**config.mk**
```make
export PLATFORM = sky130hd
export DESIGN_NAME = fetch_stage
export DESIGN_NICKNAME = d
export VERILOG_FILES = /design/src/rtl/fetch_stage.sv
export SDC_FILE = /design/constraint.sdc
export NUM_CORES = 1
export LEC_CHECK = 0
export CORE_ASPECT_RATIO = 2
export CORE_MARGIN = 5
export CORE_UTILIZATION = 40
export CTS_BUF_LIST = sky130_fd_sc_hd__clkbuf_2
export DETAILED_ROUTE_END_ITERATION = 16
export HOLD_SLACK_MARGIN = 0.05
export PLACE_DENSITY_LB_ADDON = 0.08
export SKIP_CTS_REPAIR_TIMING = 1
export SLEW_MARGIN = 15
export SYNTH_ARGS = -nofsm -noshare
export SYNTH_HDL_FRONTEND = slang
export SYNTH_SLANG_ARGS = --single-unit
```
**constraint.sdc**
```tcl
create_clock -name clk -period 3.2 [get_ports clk]
set_input_delay 0.64 -clock clk [delete_from_list [all_inputs] [get_ports clk]]
set_output_delay 0.64 -clock clk [all_outputs]
set_load 0.02 [all_outputs]
```
**src/rtl/fetch_stage.sv**
```systemverilog
// fetch_stage -- instruction-fetch stage of the 5-stage MIPS pipeline.
// Owns the PC and the IF/ID pipeline register, and drives the instruction
// cache read port. A small FSM absorbs multi-cycle cache misses and holds
// any branch/jump redirect that arrives mid-miss until the miss completes.
//
// Ports:
//   clk, rst                 clock, synchronous active-high reset
//   PCWrite, if_id_Write     load-use stall controls (0 = hold)
//   branch_taken/_target     ID-resolved branch redirect
//   jump/jump_target         ID-resolved jump redirect (wins over branch)
//   ICACHE_ren/_addr         read request, word address pc[31:2]
//   ICACHE_stall/_rdata      miss indication, zero-latency read data
//   if_id_pc4/_instr/_valid  IF/ID pipeline register
//   fetch_stall              mirrors ICACHE_stall for downstream freeze
//   stall_cycles             saturating count of cache-stall cycles
module fetch_stage #(
  parameter logic [31:0] RESET_PC  = 32'h0000_0000,
  parameter logic [31:0] NOP_INSTR = 32'h0000_0000
) (
  input  logic        clk,
  input  logic        rst,
  input  logic        PCWrite,
  input  logic        if_id_Write,
  input  logic        branch_taken,
  input  logic [31:0] branch_target,
  input  logic        jump,
  input  logic [31:0] jump_target,
  output logic        ICACHE_ren,
  output logic [29:0] ICACHE_addr,
  input  logic        ICACHE_stall,
  input  logic [31:0] ICACHE_rdata,
  output logic [31:0] if_id_pc4,
  output logic [31:0] if_id_instr,
  output logic        if_id_valid,
  output logic        fetch_stall,
  output logic [31:0] stall_cycles
);

  typedef enum logic [1:0] {
    RUN,
    MISS,
    MISS_REDIR
  } state_t;

  state_t      state_q, state_d;
  logic [31:0] pc_q, pc_d;
  logic [31:0] pend_q, pend_d;
  logic [31:0] pc4_q, pc4_d;
  logic [31:0] instr_q, instr_d;
  logic        valid_q, valid_d;
  logic [31:0] scnt_q, scnt_d;

  logic        redir;
  logic [31:0] target;
  logic [31:0] pc_plus4;

  assign redir    = jump | branch_taken;
  assign target   = jump ? jump_target : branch_target;
  assign pc_plus4 = pc_q + 32'd4;

  always_comb begin
    state_d = state_q;
    pc_d    = pc_q;
    pend_d  = pend_q;
    pc4_d   = pc4_q;
    instr_d = instr_q;
    valid_d = valid_q;
    scnt_d  = scnt_q;

    if (ICACHE_stall && (scnt_q != '1)) begin
      scnt_d = scnt_q + 32'd1;
    end

    if (ICACHE_stall) begin
      // PC and IF/ID freeze; only the redirect bookkeeping moves.
      if (redir) begin
        pend_d  = target;
        state_d = MISS_REDIR;
      end else if (state_q == RUN) begin
        state_d = MISS;
      end
    end else begin
      state_d = RUN;
      // A live redirect beats the parked one; a parked redirect discards
      // the data returned for the stale address.
      if (redir || (state_q == MISS_REDIR)) begin
        pc_d    = redir ? target : pend_q;
        instr_d = NOP_INSTR;
        valid_d = 1'b0;
      end else begin
        if (PCWrite) begin
          pc_d = pc_plus4;
        end
        if (if_id_Write) begin
          instr_d = ICACHE_rdata;
          pc4_d   = pc_plus4;
          valid_d = 1'b1;
        end
      end
    end
  end

  always_ff @(posedge clk) begin
    if (rst) begin
      state_q <= RUN;
      pc_q    <= RESET_PC;
      pend_q  <= '0;
      pc4_q   <= '0;
      instr_q <= NOP_INSTR;
      valid_q <= 1'b0;
      scnt_q  <= '0;
    end else begin
      state_q <= state_d;
      pc_q    <= pc_d;
      pend_q  <= pend_d;
      pc4_q   <= pc4_d;
      instr_q <= instr_d;
      valid_q <= valid_d;
      scnt_q  <= scnt_d;
    end
  end

  assign ICACHE_ren   = ~rst;
  assign ICACHE_addr  = pc_q[31:2];
  assign if_id_pc4    = pc4_q;
  assign if_id_instr  = instr_q;
  assign if_id_valid  = valid_q;
  assign fetch_stall  = ICACHE_stall;
  assign stall_cycles = scnt_q;

endmodule

```
Yosys cells after proc, flatten, opt, wreduce, memory -nomap -nowiden
Cells that the tools add are included.
Widths: inputs -> output; s select.
{ "word_totals": {"elab_cells": 37, "ff_bits": 163, "out_inout_bits": 129} }
{ "op_classes": {"n_reduce_logical": 11, "bitwise": 4, "addsub": 2, "n_mux": 10, "n_eq_ne": 2} }
{ "ops": {"columns": ["op", "n"], "rows": [
  ["$mux 32", 6],
  ["$add 32x1->32 const B", 1],
  ["$add 32x3->32 const B", 1],
  ["$ne 32x32->1 const B", 1],
  ["$reduce_bool 2->1", 3],
  ["$mux 2", 2],
  ["$reduce_and 2->1", 2],
  ["$not 1->1", 3],
  ["$reduce_and 3->1", 1],
  ["$reduce_or 3->1", 1],
  ["$eq 2x2->1 const B", 1],
  ["$logic_not 2->1", 1],
  ["$mux 1", 2],
  ["$reduce_or 2->1", 1],
  ["$logic_and 1x1->1", 1],
  ["$logic_or 1x1->1", 1],
  ["$or 1x1->1", 1]
]} }

Longest topological paths before layout
Gate-level depths: netlist of the first run.
{ "depth": {"ltp_word": 4, "mapped_depth": 8, "mapped_depth_nobuf": 6} }

Worst setup path after synthesis of the first run
Ideal clock, no wire load.
{ "synth_timing": {"path_type": "reg-to-reg", "start": "reg scnt_q[0], in the netlist stall_cycles[0]", "end": "reg scnt_q[26], in the netlist stall_cycles[26]", "arrival_ns": 2.280, "stages_incl_launch_ff": 8, "setup_slack_ns": 0.849, "n_path_buf": 1, "setup_time_ns": 0.070, "cell_sequence": "dfxtp_1 ha_1 nand4_1 or3_1 or4b_1 buf_2 or3_1 a21oi_1"} }
{ "synth_between": {"elab_chain_len": 2} }
{ "synth_rtl": {"columns": ["element", "line", "source"], "rows": [
  ["start, declared", "51", "logic [31:0] scnt_q, scnt_d;"],
  ["start signal, assigned", "119", "scnt_q <= scnt_d;"],
  ["branches (longest 2 deep; another with $add 32x1->32)", null, null]
]} }
Parallel ways; which one is timed is not known.
A chain may end at the register's enable or synchronous reset.

Final worst setup path of the first run
{ "layout_timing": {"start": "reg pc_q[13]", "end": "out ICACHE_addr[11]"} }
{ "layout_rtl": {"columns": ["element", "line", "source"], "rows": [
  ["start, declared", "46", "logic [31:0] pc_q, pc_d;"],
  ["start signal, assigned", "114", "pc_q <= pc_d;"],
  ["end, declared", "29", "output logic [29:0] ICACHE_addr,"]
]} }
No word-level cell between the ends.

==> impl_metrics.py, run 1 <==
metrics = {
    "run_status": {
        "run_status": "finished, final reports clean",
    },
    "yosys": {
        "synth.area.mux_share": 0.08174,
        "ys_ff_latch": 163,
        "synth_fp_nets": 1066,
        "synthesis.yosys.warnings": 0,
        "synth-xor-area-share": 0.03235,
        "synth.avg_cell_area_sq_um": 8.171,
        "number_of_synthesized_flops_with_an_enable_pin": 0,
        "async_flop_share": 0,
        "post_synth_instance_area_sq_um": 7853,
        "synth-adder-area-share": 0.003187,
        "synth-simple-area-share": 0.2237,
        "dominantRegCellSynth": "dfxtp_1",
        "ys_types": 56,
        "postSynthCellCount": 961,
        "synth_compound_gate_area_share": 0.1990,
        "combinational_family_with_the_most_area_after_synthesis": "simple AND/OR/NAND/NOR gates",
        "synth_seq_area_share": 0.4156,
    },
    "critical_path": {
        "cp_cell_sequence": "clkdlybuf4s50_1",
        "setup_slack_of_the_worst_register_to_register_path_ns": 0.65,
        "start_kind": "flip-flop",
        "crit_type": "reg -> out",
        "slowest_stage": "clkdlybuf4s50_1",
        "worst_path_largest_cell_delay_ns": 0.72,
        "worstPathRequired_ns": 2.56,
        "critical_path_peak_fanout": 11,
        "nature_of_the_critical_path_endpoint": "output port",
        "cp_top_family": "buffers and inverters",
        "worstPathBufferInverterCount": 1,
        "worstPathArrival_ns": 2.07,
    },
    "detailed_routing": {
        "drt_first_iter_violations": 342,
        "total_via_count_after_detailed_routing": 7915,
        "wirelength_um": 26020,
        "drc_errors_left": 0,
        "wire_per_inst_um": 18.02,
        "ant_nets": 0,
        "drtPass1Iterations": 5,
        "route.detailed.vias_per_inst": 5.481,
    },
    "final_layout": {
        "multi_input_comb_area_sq_um": 4252,
        "stdcell_count": 1444,
        "syn_to_final_growth_pct": 35.87,
        "final_net_count": 1275,
        "filler_cell_count": 1861,
        "layout.area.seq_sq_um": 3263,
        "layout_cell_share_with_drive_strength_beyond_1": 0.06932,
    },
    "die": {
        "chipHeight_um": 208.2,
        "ports": 232,
        "fp.dieArea_sq_um": 22700,
        "core_footprint_sq_um": 19370,
        "floorplan.initialDensity": 0.4054,
        "num_rows": 72,
        "die_width_um": 109.1,
    },
    "timing": {
        "timing.final.hold_violations": 0,
        "rsz0062_at_grt": "false",
        "timing_max_transition_violations_final": 0,
        "timing.final.setup_violations": 0,
        "setup-tns-final_ns": 0,
        "max_clock_freq_mhz": 369.6,
        "slew_headroom": 0.3314,
        "period_minus_slack_ns": 2.706,
        "fin_worst_hold_slack_ns": 0.1244,
        "skew_ns": 0.05327,
        "timing.final.crit_share": 0.8455,
        "worstMarginPinSlew_ns": 1.003,
    },
    "clock_tree": {
        "deepest_level_of_the_cts_h_tree": 4,
        "cts-buffers-inserted": 17,
        "clkLatencyLatePin_ns": 0.75,
        "clkTransAtPathRegs_ns": 0.26,
        "cts.root.buffer_cell": "clkbuf_2",
        "tritoncts": "done",
        "cts_sinks": 163,
        "ctsLongestPathBuffers": 2,
    },
    "pwr": {
        "max_rail_drop_vdd_mv": 0.1946,
        "cellLeakagePower_uw": 0.003729,
        "power_density_nw_per_um2": 369.8,
    },
    "global_routing": {
        "grt_pass1_vias": 7762,
        "grt_antenna_before_repair": 2,
        "grt_pass1_wl_um": 41060,
        "grt_max_degree": 91,
        "grt.total_usage": 0.2295,
        "grt-ovfl-total": 0,
    },
    "worst_hold_path": {
        "worstHoldPathType": "in -> reg",
    },
    "placement": {
        "placement.io_buffers": 231,
        "detailed_place_hpwl_um": 19380,
        "place.gp.congestion": 0.8508,
        "dpl.cell_count": 1410,
    },
    "job": {
        "maxCapViolCount": 0,
    },
}
==> placed cells by master (no fill, tap or decap), types with 4 or more instances in the layout <==
cell	Yosys	final
a211oi_1	29	29
a21oi_1	55	55
a22oi_1	37	37
a31oi_1	6	5
and2_1	10	10
and3_1	12	11
buf_4	1	34
clkbuf_2	1	18
clkdlybuf4s50_1	0	227
clkinvlp_4	0	4
dfxtp_1	163	163
inv_1	10	10
inv_6	0	5
mux2i_1	63	63
nand2_1	85	85
nand3_1	35	35
nand4_1	26	26
nor2_1	125	125
nor3_1	10	10
nor4_1	13	13
o21ai_0	81	81
o31a_1	6	6
o31ai_1	9	9
or3_1	21	21
or4_1	10	10
xnor2_1	17	17
xor2_1	12	12
==> synth_stat cells, types with 14 or more instances <==
cell type,number,area [sq um]
nand2_1,85,319.1
clkbuf_1,54,202.7
nor2_1,125,469.2
buf_2,14,70.07
nand4_1,26,162.7
nand3_1,35,175.2
dfxtp_1,163,3263
a211oi_1,29,217.7
mux2i_1,63,630.6
a21oi_1,55,275.3
or3_1,21,131.4
o21ai_0,81,405.4
xnor2_1,17,148.9
a22oi_1,37,277.8
==> cell families after synthesis <==
kind of cell / count (synthesis)
AOI/OAI and AO/OA: 250
adders and majority gates: 2
and+or+nand+nor: 366
muxes: 64
xor gates and xnor gates: 29
buffers and inverters: 87
DFF: 163
==> metrics by stage <==
stage          worst slack (ns)  total power, uW    util  cell area [sq um]
2_1_floorplan            0.8492             2569       -               7853
4_1_cts                  0.4017             3999  0.5506              10660
6_report                 0.4944             3946  0.5508              10670
5_1_grt                  0.3707             4140  0.5508              10670
3_3_place_gp             0.7569             2898  0.5393              10450
3_5_place_dp             0.7007             2906  0.5393              10450
==> routing by layer <==
metal  track usage  vias to the layer above  share of wire
met5             0                        -              0
met4       0.09024                        0          0.028
met3       0.05304                       42          0.055
met2        0.4333                      229           0.55
met1        0.2351                     3741           0.36
li1              -                     3903              -
==> state kept, by name, indices dropped and copies added, names as in the netlist <==
register	cells
if_id_instr	32
if_id_pc4	32
pc_q	32
pend_q	32
stall_cycles	32
state_q	2
if_id_valid	1
==> report_power, final <==
part           switching (uW)  internal (uW)  total, uW
Sequential               72.5           2110       2180
Clock                     789            292       1080
Combinational             348            336        684
==> path summary, 6_finish.rpt <==
| check | startpoint | end | cells past startpoint |
|---|---|---|---|
| max reg2reg | stall_cycles[0] | stall_cycles[26] | 6 |
| max | pc_q[13] | ICACHE_addr[11] | 1 |
| min reg2reg | if_id_pc4[0] | if_id_pc4[0] | 2 |
| min | rst | pend_q[25] | 2 |
==> area by class of cell <==
cell class                      count  share of cell area
Inverter                           12            0.004222
Clock buffer                       18            0.008444
Tap cell                          259             0.03037
Sequential cell                   163              0.3059
Antenna cell                        2           0.0004691
Multi-Input combinational cell    711              0.3985
Clock inverter                     14             0.01196
Timing Repair Buffer              265              0.2402
Power figures use the tool's default switching activity.
==> run 2, diff against run 1 <==
- clock period: 3.2 -> 2.5 ns (I/O delays scaled with it)
==> impl_metrics.py, run 2 (same netlist as run 1, synthesis figures left out) <==
metrics = {
    "clock_tree": {
        "clkLatencyLatePin_ns": 0.73,
        "clkTransAtPathRegs_ns": 0.22,
        "deepest_level_of_the_cts_h_tree": 4,
        "tritoncts": "done",
        "cts.root.buffer_cell": "clkbuf_2",
        "ctsLongestPathBuffers": 2,
        "cts_sinks": 163,
        "cts-buffers-inserted": 17,
    },
    "final_layout": {
        "stdcell_count": 1457,
        "syn_to_final_growth_pct": 38.64,
        "final_net_count": 1285,
        "layout_cell_share_with_drive_strength_beyond_1": 0.09807,
        "stdcell_area_sq_um": 10890,
        "most-common-layout-cells": "clkdlybuf4s50_1, dfxtp_1, nor2_1",
        "layout.cells.most_common": "clkdlybuf4s50_1",
    },
    "detailed_routing": {
        "drtPass1Iterations": 5,
        "wire_per_inst_um": 17.90,
        "drc_errors_left": 0,
        "wirelength_um": 26070,
        "total_via_count_after_detailed_routing": 7797,
        "ant_nets": 0,
        "route.detailed.vias_per_inst": 5.351,
        "drt_first_iter_violations": 272,
    },
    "worst_hold_path": {
        "min-delay-start": "ICACHE_stall",
        "worstHoldPathType": "in -> reg",
    },
    "global_routing": {
        "grt_max_degree": 150,
        "global_route.usage.met3": 0.05769,
        "grt_antenna_before_repair": 5,
        "grt_pass1_vias": 7747,
        "grt_pass1_wl_um": 40670,
        "grt.total_usage": 0.2285,
        "grt-ovfl-total": 0,
        "fraction_of_met2_tracks_used_by_global_routing": 0.4151,
        "top_usage_layer": "met2",
        "grt.met1_usage": 0.2341,
    },
    "die": {
        "chipHeight_um": 208.2,
        "fp.dieArea_sq_um": 22700,
        "floorplan.initialDensity": 0.4054,
        "core_footprint_sq_um": 19370,
        "num_rows": 72,
        "ports": 232,
        "die_width_um": 109.1,
    },
    "critical_path": {
        "cp_top_family": "buffers and inverters",
        "cp_cell_sequence": "buf_4 > clkdlybuf4s50_1",
        "start_kind": "flip-flop",
        "crit_type": "reg -> out",
        "setup.worst_path.start": "pc_q[13]",
        "critical_path_peak_fanout": 8,
        "nature_of_the_critical_path_endpoint": "output port",
        "slowest_stage": "clkdlybuf4s50_1",
        "worstPathRequired_ns": 2.00,
        "worstPathArrival_ns": 1.90,
        "worst_path_largest_cell_delay_ns": 0.60,
        "worstPathBufferInverterCount": 2,
        "r2r_start": "stall_cycles[1]",
    },
    "pwr": {
        "power_density_nw_per_um2": 476.2,
        "max_rail_drop_vdd_mv": 0.3029,
        "cellLeakagePower_uw": 0.003959,
    },
    "timing": {
        "timing_max_transition_violations_final": 0,
        "skew_ns": 0.02512,
        "max_clock_freq_mhz": 417.0,
        "finalWorstSetupSlack_ns": 0.1021,
        "worstMarginPinSlew_ns": 0.7243,
        "timing.final.crit_share": 0.9592,
        "period_minus_slack_ns": 2.398,
        "timing.final.setup_violations": 0,
        "slew_headroom": 0.5171,
        "rsz0062_at_grt": "false",
        "timing.final.hold_violations": 0,
    },
    "placement": {
        "dpl.cell_count": 1420,
        "dpl_worst_slack_ns": 0.2035,
        "placed_cell_area_sq_um": 10560,
        "place.gp.congestion": 0.8483,
        "detailed_place_hpwl_um": 19490,
        "placement.io_buffers": 231,
    },
    "run_status": {
        "run_status": "finished, final reports clean",
    },
    "job": {
        "maxCapViolCount": 0,
    },
}
==> run 2: per-stage QoR <==
| step | hold slack, ns | power, uW | util | setup TNS, ns |
|---|---|---|---|---|
| global route | 0.1531 | 5452 | 0.5621 | 0 |
| finish | 0.2305 | 5184 | 0.5621 | 0 |
| global placement | 0.4575 | 3722 | 0.5452 | 0 |
| CTS | 0.1667 | 5258 | 0.5583 | -0.6435 |
| detailed placement | 0.4603 | 3731 | 0.5452 | 0 |
| floorplan | 0.4284 | 3289 | - | 0 |
==> run 2: worst reg2reg max path, cell delays in order, from the launching register on <==
cell     delay, ns
dfxtp_1       0.46
ha_1          0.19
nand4_1       0.13
or3_1         0.42
or4b_1        0.59
or3_1         0.34
a21oi_1       0.13
==> run 2: report_power, final <==
part / internal (uW) / total (uW) / switching [uW]
logic: 439 / 887 / 447
clock network: 553 / 1510 / 953
registers: 2700 / 2790 / 90.9
total: 3690 / 5180 / 1490
==> run 2: path summary, 6_finish.rpt <==
check,to,slack (ns),depth (start not counted)
worst min-delay path,pc_q[4],0.23,4
worst min register to register,if_id_pc4[0],0.48,2
worst max-delay path,ICACHE_addr[11],0.10,2
worst max register to register,stall_cycles[28],0.18,6
==> run 2: final cells by class <==
cell class / count / area, sq um
fill: 1909 / 8482
inverter: 12 / 45.04
clock inverter: 14 / 163.9
tap: 259 / 324.1
antenna: 5 / 12.51
multi-input combinational: 711 / 4252
sequential: 163 / 3304
timing repair buffer: 275 / 2695
clock buffer: 18 / 90.09
==> run 2: routing by layer <==
metal / share of wire / vias to the layer above
met4: 0.036 / 0
met5: 0 / -
met1: 0.36 / 3594
met3: 0.057 / 55
li1: - / 3920
met2: 0.55 / 228
